`src/rtl/day2_demux.sv`:
```
// day2_demux: 1:2 valid/ready byte-stream demultiplexer. Each output owns a
// DEPTH-entry FIFO and a wrapping count of completed output handshakes.

module day2_demux_fifo #(
    parameter int WIDTH = 8,
    parameter int DEPTH = 2,
    parameter int CNT_W = 16
) (
    input  logic             clk,
    input  logic             rst_n,
    input  logic             push,
    input  logic [WIDTH-1:0] push_data,
    output logic             full,
    output logic             valid,
    output logic [WIDTH-1:0] data,
    input  logic             ready,
    output logic [CNT_W-1:0] count
);
    localparam int PTR_W = $clog2(DEPTH);
    localparam int OCC_W = PTR_W + 1;
    localparam logic [OCC_W-1:0] OCC_FULL = OCC_W'(DEPTH);
    localparam logic [OCC_W-1:0] OCC_ONE  = OCC_W'(1);
    localparam logic [PTR_W-1:0] PTR_ONE  = PTR_W'(1);
    localparam logic [CNT_W-1:0] CNT_ONE  = CNT_W'(1);

    typedef enum logic [1:0] {
        ST_EMPTY,
        ST_PARTIAL,
        ST_FULL
    } status_t;

    logic [WIDTH-1:0] mem [DEPTH];
    logic [PTR_W-1:0] wr_ptr;
    logic [PTR_W-1:0] rd_ptr;
    logic [OCC_W-1:0] occ;
    status_t          status;
    logic             pop;
    logic             do_push;

    always_comb begin
        if (occ == '0) begin
            status = ST_EMPTY;
        end else if (occ == OCC_FULL) begin
            status = ST_FULL;
        end else begin
            status = ST_PARTIAL;
        end
    end

    assign full  = (status == ST_FULL);
    assign valid = (status != ST_EMPTY);
    // Head is gated so an empty FIFO never exposes a stale byte.
    assign data    = valid ? mem[rd_ptr] : '0;
    assign pop     = valid && ready;
    assign do_push = push && !full;

    always_ff @(posedge clk or negedge rst_n) begin
        if (!rst_n) begin
            wr_ptr <= '0;
            rd_ptr <= '0;
            occ    <= '0;
            count  <= '0;
        end else begin
            if (do_push) begin
                wr_ptr <= wr_ptr + PTR_ONE;
            end
            if (pop) begin
                rd_ptr <= rd_ptr + PTR_ONE;
                count  <= count + CNT_ONE;
            end
            case ({do_push, pop})
                2'b10:   occ <= occ + OCC_ONE;
                2'b01:   occ <= occ - OCC_ONE;
                default: occ <= occ;
            endcase
        end
    end

    always_ff @(posedge clk or negedge rst_n) begin
        if (!rst_n) begin
            for (int i = 0; i < DEPTH; i++) begin
                mem[i] <= '0;
            end
        end else if (do_push) begin
            mem[wr_ptr] <= push_data;
        end
    end
endmodule

module day2_demux #(
    parameter int WIDTH = 8,
    parameter int DEPTH = 2,
    parameter int CNT_W = 16
) (
    input  logic             clk,
    input  logic             rst_n,
    input  logic [WIDTH-1:0] in_data,
    input  logic             in_sel,
    input  logic             in_valid,
    output logic             in_ready,
    output logic [WIDTH-1:0] a_data,
    output logic             a_valid,
    input  logic             a_ready,
    output logic [WIDTH-1:0] b_data,
    output logic             b_valid,
    input  logic             b_ready,
    output logic [CNT_W-1:0] a_count,
    output logic [CNT_W-1:0] b_count
);
    logic a_full;
    logic b_full;
    logic accept;
    logic a_push;
    logic b_push;

    // Ready looks only at fullness, never at the consumers' ready inputs.
    assign in_ready = rst_n && (in_sel ? !a_full : !b_full);
    assign accept   = in_valid && in_ready;
    assign a_push   = accept && in_sel;
    assign b_push   = accept && !in_sel;

    day2_demux_fifo #(
        .WIDTH(WIDTH),
        .DEPTH(DEPTH),
        .CNT_W(CNT_W)
    ) u_fifo_a (
        .clk      (clk),
        .rst_n    (rst_n),
        .push     (a_push),
        .push_data(in_data),
        .full     (a_full),
        .valid    (a_valid),
        .data     (a_data),
        .ready    (a_ready),
        .count    (a_count)
    );

    day2_demux_fifo #(
        .WIDTH(WIDTH),
        .DEPTH(DEPTH),
        .CNT_W(CNT_W)
    ) u_fifo_b (
        .clk      (clk),
        .rst_n    (rst_n),
        .push     (b_push),
        .push_data(in_data),
        .full     (b_full),
        .valid    (b_valid),
        .data     (b_data),
        .ready    (b_ready),
        .count    (b_count)
    );
endmodule

```
`config.mk`:
```
export PLATFORM = sky130hd
export DESIGN_NAME = day2_demux
export DESIGN_NICKNAME = d
export VERILOG_FILES = /design/src/rtl/day2_demux.sv
export SDC_FILE = /design/constraint.sdc
export NUM_CORES = 1
export LEC_CHECK = 0
export ABC_AREA = 1
export CAP_MARGIN = 20
export CORE_MARGIN = 2
export CORE_UTILIZATION = 57
export CTS_CLUSTER_DIAMETER = 120
export DETAILED_ROUTE_END_ITERATION = 8
export HOLD_SLACK_MARGIN = 0.1
export PLACE_DENSITY_LB_ADDON = 0.3
export SLEW_MARGIN = 20
export SYNTH_ARGS = -nofsm -noshare
export SYNTH_HDL_FRONTEND = slang
export SYNTH_HIERARCHICAL = 1
export SYNTH_SLANG_ARGS = --single-unit
```
`constraint.sdc`:
```
create_clock -name clk -period 3 [get_ports clk]
set_clock_uncertainty 0.05 [all_clocks]
set_input_delay 0.6 -clock clk [delete_from_list [all_inputs] [get_ports clk]]
set_output_delay 0.6 -clock clk [all_outputs]
set_load 0.01 [all_outputs]
```
# == Word-level counts from Yosys, hierarchy flattened ==
# Index checks and enable logic that the tools add are counted.
# totals
reg_bits,72
in_bits,14
output_inout_bits,51
elab_cells,80
# classes
n_addsub,10
n_lt_le_gt_ge,6
eq_ne,8
muxes,21
bitwise,4
n_reduce_logical,19
# op_table
op,count
2-to-1 mux 8 bit,10
adder 16 x 1 -> 16 bit (second input constant),2
bitwise mux 16 bit,2
demux 8 bit (select 1 bit),2
equality test 2 bit (second input constant),6
logical AND 1 bit,10
>= comparator 2 bit (second input constant),4
2-to-1 mux 2 bit,4
inverter 1 -> 2 bit,4
one-hot mux 2 bit (2 select lines),2
nonzero test 2 bit,4
adder 1 bit (second input constant),4
adder 2 x 1 -> 2 bit (second input constant),2
equality test 2 x 1 -> 1 bit (second input constant),2
logical NOT 2 bit,2
less-than comparator 2 x 1 -> 1 bit (second input constant),2
subtractor 2 x 1 -> 2 bit (second input constant),2
logical NOT 1 bit,3
2-to-1 mux 1 bit,1

# == Logic depth before layout (Yosys ltp) ==
# logic_depth
ltp_word,12
ltp_mapped,11
ltp_nobuf,11

# == Cells and area by module ==
# The synthesis kept the hierarchy.
# by_module_without_submodules
mod,n_inst,cells_each,area_each_um2,seq_area_each_um2
day2_demux_fifo at u_fifo_b,1,189,1818.0,900.9
day2_demux_fifo at u_fifo_a,1,205,1741.7,900.9
day2_demux,1,7,41.3,0.0

# == Least setup slack after synthesis ==
# OpenSTA, ideal clock, no wires.
# synth_timing
path_kind,in2reg
startpoint,input port in_sel
endpoint,register u_fifo_b.occ[1]
setup_time_ns,0.131
t_arrival_ns,1.806
required_time_ns,2.819
slack_ns,1.014
cell_stages,8
n_path_buf,0
cell_sequence,nand2_1 > nand4_2 > nor2_1 > nand2_4 > ha_1 > a21oi_1 > o21ai_0 > xor2_1
# synth_between
elab_chain_len,7
word_cells_on_any_way,10
classes_between,2 x eq/ne; 2 x mux; 6 x reduce/logical
# synth_rtl
item,line,source
"start, declared",98,"input logic in_sel,"
2-to-1 mux 1 bit,117,assign in_ready = rst_n && (in_sel ? !a_full : !b_full);
logical AND 1 bit,117,
logical AND 1 bit,118,assign accept = in_valid && in_ready;
logical AND 1 bit (*),120,assign b_push = accept && !in_sel;
named net b_push,114,logic b_push;
logical AND 1 bit (*),55,assign do_push = push && !full;
equality test 2 x 1 -> 1 bit or equality test 2 bit (tied branches),71,"case ({do_push, pop})"
one-hot mux 2 bit (2 select lines) or nonzero test 2 bit (tied branches),n/a,
"end signal, assigned",72,2'b10: occ <= occ + OCC_ONE;
"end signal, assigned",73,2'b01: occ <= occ - OCC_ONE;
"end, declared",35,logic [OCC_W-1:0] occ;
# The timed path passes the listed nets; every way through them passes the cells marked *.
# A chain may end at the register's enable or synchronous reset.

# == Final worst setup path ==
# layout_timing
startpoint,register u_fifo_a.occ[0]
endpoint,output port a_data[2]
# layout_between
elab_chain_len,5
word_cells_on_any_way,6
classes_between,1 x eq/ne; 3 x mux; 2 x reduce/logical
# layout_rtl
item,line,source
"start, declared",35,
"start signal, assigned",72,
"start signal, assigned",73,
equality test 2 bit,43,end else if (occ == OCC_FULL) begin
2-to-1 mux 2 bit,43,
2-to-1 mux 2 bit (*),41,if (occ == '0) begin
nonzero test 2 bit (*),51,assign valid = (status != ST_EMPTY);
2-to-1 mux 8 bit (*),53,assign data = valid ? mem[rd_ptr] : '0;
"end, declared",101,"output logic [WIDTH-1:0] a_data,"
# Every way passes the cells marked *; elsewhere a longest branch is shown, timed or not.

==> impl_metrics.yaml <==
timing:
  fmax_ghz: 0.375
  finalSetupViolations: 0
  rsz0062_at_grt: "false"
  relSlewSlack_pct: 57.2
  hold_violations: 0
  worst_pin_slew_ns: 0.642
  finalCritPeriodShare_pct: 88.9
  maxSlewViolCount: 0
  finalSetupTns_ns: 0
  post-route-min-period_ns: 2.67
logic_synthesis:
  synth_seq_cells: 72
  synthDistinctLibCells: 31
  synth_ff_type: "dfrtp_1"
  avgSynthCellArea_um2: 8.98
  netlist_instances: 401
  yosys_warnings: 6
  synth_top_family_by_area: "simple AND/OR/NAND/NOR gates"
  synth-edff-count: 0
  async_flop_share_pct: 100
  synth-xor-area-share_pct: 6.08
  syn-cell-area_um2: 3600
  synthAdderAreaFrac_pct: 1.39
  synth_mux_area_share_pct: 2.71
  synth_seq_area_share_pct: 50.0
  synth_compound_area_share_pct: 8.90
  synth-simple-area-share_pct: 23.8
  synth_nets: 419
pwr:
  p_sw_share_pct: 35.7
  power_frac_seq_pct: 37.6
  peakVddDrop_mv: 0.684
  clkPwrFrac_pct: 21.7
  switchingPower_uw: 1540
  powerDensity_nw_per_um2: 946
  internal_power_uw: 2770
  p_leak_uw: 0.00215
  combPwrFrac_pct: 40.7
detailed_routing:
  met3_length_um: 408
  drt-pass1-iter-count: 5
  met1_length_um: 3500
  drtIter0Drc: 282
  antenna_left: 0
  drcViolationCount: 0
  via_per_inst: 5.46
  routed-via-count: 3019
  wl_per_cell_um: 14.5
  wirelength_um: 8020
  dr_wl_met2_um: 4030
  highest_layer: "met4"
floorplanning:
  core_um2: 6030
  dieArea_um2: 6970
  row_count: 28
  start_util_pct: 59.8
  die_w_um: 83.5
  die_h_um: 83.5
  ios: 65
clocking:
  path_clk_slew_ns: 0.08
  numCtsBuffers: 9
  postCtsSetupBuffers: 0
  clock_latency_ns: 0.35
  h-tree-depth: 3
  cts_tree: "yes"
  ctsResizeCount: 0
  clock-sinks: 72
  holdBufCountCts: 0
  cts_buffer_depth: 2
  clock-root-buffer: "clkbuf_8"
cells_and_area:
  drive_gt1_share_pct: 12.3
  nNetsFinal: 491
  fin_area_um2: 4550
  n_antenna_cell: 0
  synthToLayoutAreaGrowth_pct: 26.5
setup_path:
  crit_arrival_ns: 2.02
  path_max_fanout: 9
  cp_data_required_time_ns: 2.35
  crit_path_start_kind: "register"
  cpPeakStageDelay_ns: 0.56
  slowest_stage: "clkdlybuf4s50_1"
  crit_buf_inv: 2
  worst_setup_path_end_kind: "output pin"
  path_cells: "nor2_2 -> inv_1 -> o21ai_0 -> a21oi_1 -> clkdlybuf4s50_1"
  worstSetupPathType: "reg2out"
  cp_top_family: "buffers and inverters"
job:
  drv_cap: 0
global_route:
  grt_pass1_vias: 2905
  grt_max_degree: 52
  antenna_found_initial: 0
  gr-total-overflow: 0
  grt_usage_pct: 24.3
  grt_pass1_wl_um: 13500
run_status:
  status: "completed"
placed_design:
  finalWeightedCongestion: 0.782
  hpwl_um: 5560
  portBuffers: 64
  placed_cell_area_um2: 4310
hold_path:
  hold_path_class: "in2async"
==> Yosys cell counts (6+ instances only) <==
cell      n  area share [%]
nor2_1   19             2.0
nor2_2    7             1.2
nand3_1  12             1.7
inv_1    54             5.6
nand2_1  91             9.5
a21oi_1  18             2.5
xor2_1   14             3.4
xnor2_1  11             2.7
dfrtp_1  72              50
nand2_4   6             1.9
mux2_2    6             1.9
o21ai_0  42             5.8
nand4_1   7             1.2
==> registers in the layout (all words and copies together) (netlist names) <==
signal and flops:
u_fifo_a/count 16, u_fifo_a/mem 16, u_fifo_a/occ 2, u_fifo_a/rd_ptr 1, u_fifo_a/wr_ptr 1, u_fifo_b/count 16, u_fifo_b/mem 16, u_fifo_b/occ 2
u_fifo_b/rd_ptr 1, u_fifo_b/wr_ptr 1
==> worst paths after layout <==
check | from | endpoint | slack, ns | depth (start not counted)
worst max-delay path | u_fifo_a/occ[0] | a_data[2] | 0.33 | 5
worst min-delay path | rst_n | u_fifo_a/mem[8] | 0.25 | 2
worst max register to register | u_fifo_b/occ[0] | u_fifo_b/occ[1] | 0.84 | 11
worst min register to register | u_fifo_b/wr_ptr | u_fifo_b/wr_ptr | 0.43 | 2
max in group asynchronous | rst_n | u_fifo_b/mem[12] | 2.06 | 2
min in group clk | u_fifo_b/wr_ptr | u_fifo_b/wr_ptr | 0.43 | 2
==> metrics by stage <==
stage          hold slack [ns]  worst slack, ns  total power [uW]  util, %  cells
5_1_grt                  0.272            0.135              4580     75.6    553
3_5_place_dp             0.413            0.341              3370     71.5    537
2_1_floorplan            0.254             1.01              2550        -    401
6_report                 0.255            0.333              4310     75.6    553
4_1_cts                  0.240            0.322              4320     75.6    553
3_3_place_gp             0.405            0.384              3280     71.5    537
==> placed cells by master, fill, tap and decap left out, types with 4 or more instances in the layout <==
| cell type | n |
|---|---|
| nand2_4 | 6 |
| nand4_1 | 7 |
| xnor2_1 | 11 |
| a21oi_1 | 18 |
| clkbuf_8 | 10 |
| mux2_2 | 6 |
| dfrtp_1 | 72 |
| o21ai_1 | 4 |
| xor2_1 | 14 |
| nor3_1 | 4 |
| nand2_2 | 4 |
| ha_1 | 4 |
| inv_1 | 54 |
| nor2_1 | 19 |
| nor2_4 | 4 |
| nor2_2 | 7 |
| o21ai_0 | 42 |
| nand3_1 | 12 |
| nand2_1 | 91 |
| clkdlybuf4s50_1 | 63 |
==> cell type report <==
cell class,instances,area (um2)
flip-flops and latches,72,1800
clock buffers,11,141
inverters,56,210
fillers,430,1470
well taps,75,93.8
repair buffers,67,658
multi-input cells,267,1550
clock inverters,5,104
==> cells by family after synthesis <==
logic type,after synthesis
simple gates,166
compound gates,64
flops,72
xor+xnor,25
mux,8
buf+inv,62
fa+ha+maj,4
==> power by group through the flow <==
stage	Clock, uW	Combinational, uW	Sequential (uW)
after floorplan	0	979	1570
after global placement	0	1680	1600
after detailed placement	0	1740	1620
after CTS	953	1760	1610
after global routing	996	1920	1660
final	936	1750	1620
==> metal layers <==
metal | up-vias | track usage (%)
li1 | 1421 | -
met1 | 1491 | 32.2
met2 | 98 | 38.6
met3 | 9 | 6.33
met4 | 0 | 9.09
met5 | - | 0
Note: power is estimated with default switching activity, not from simulation.
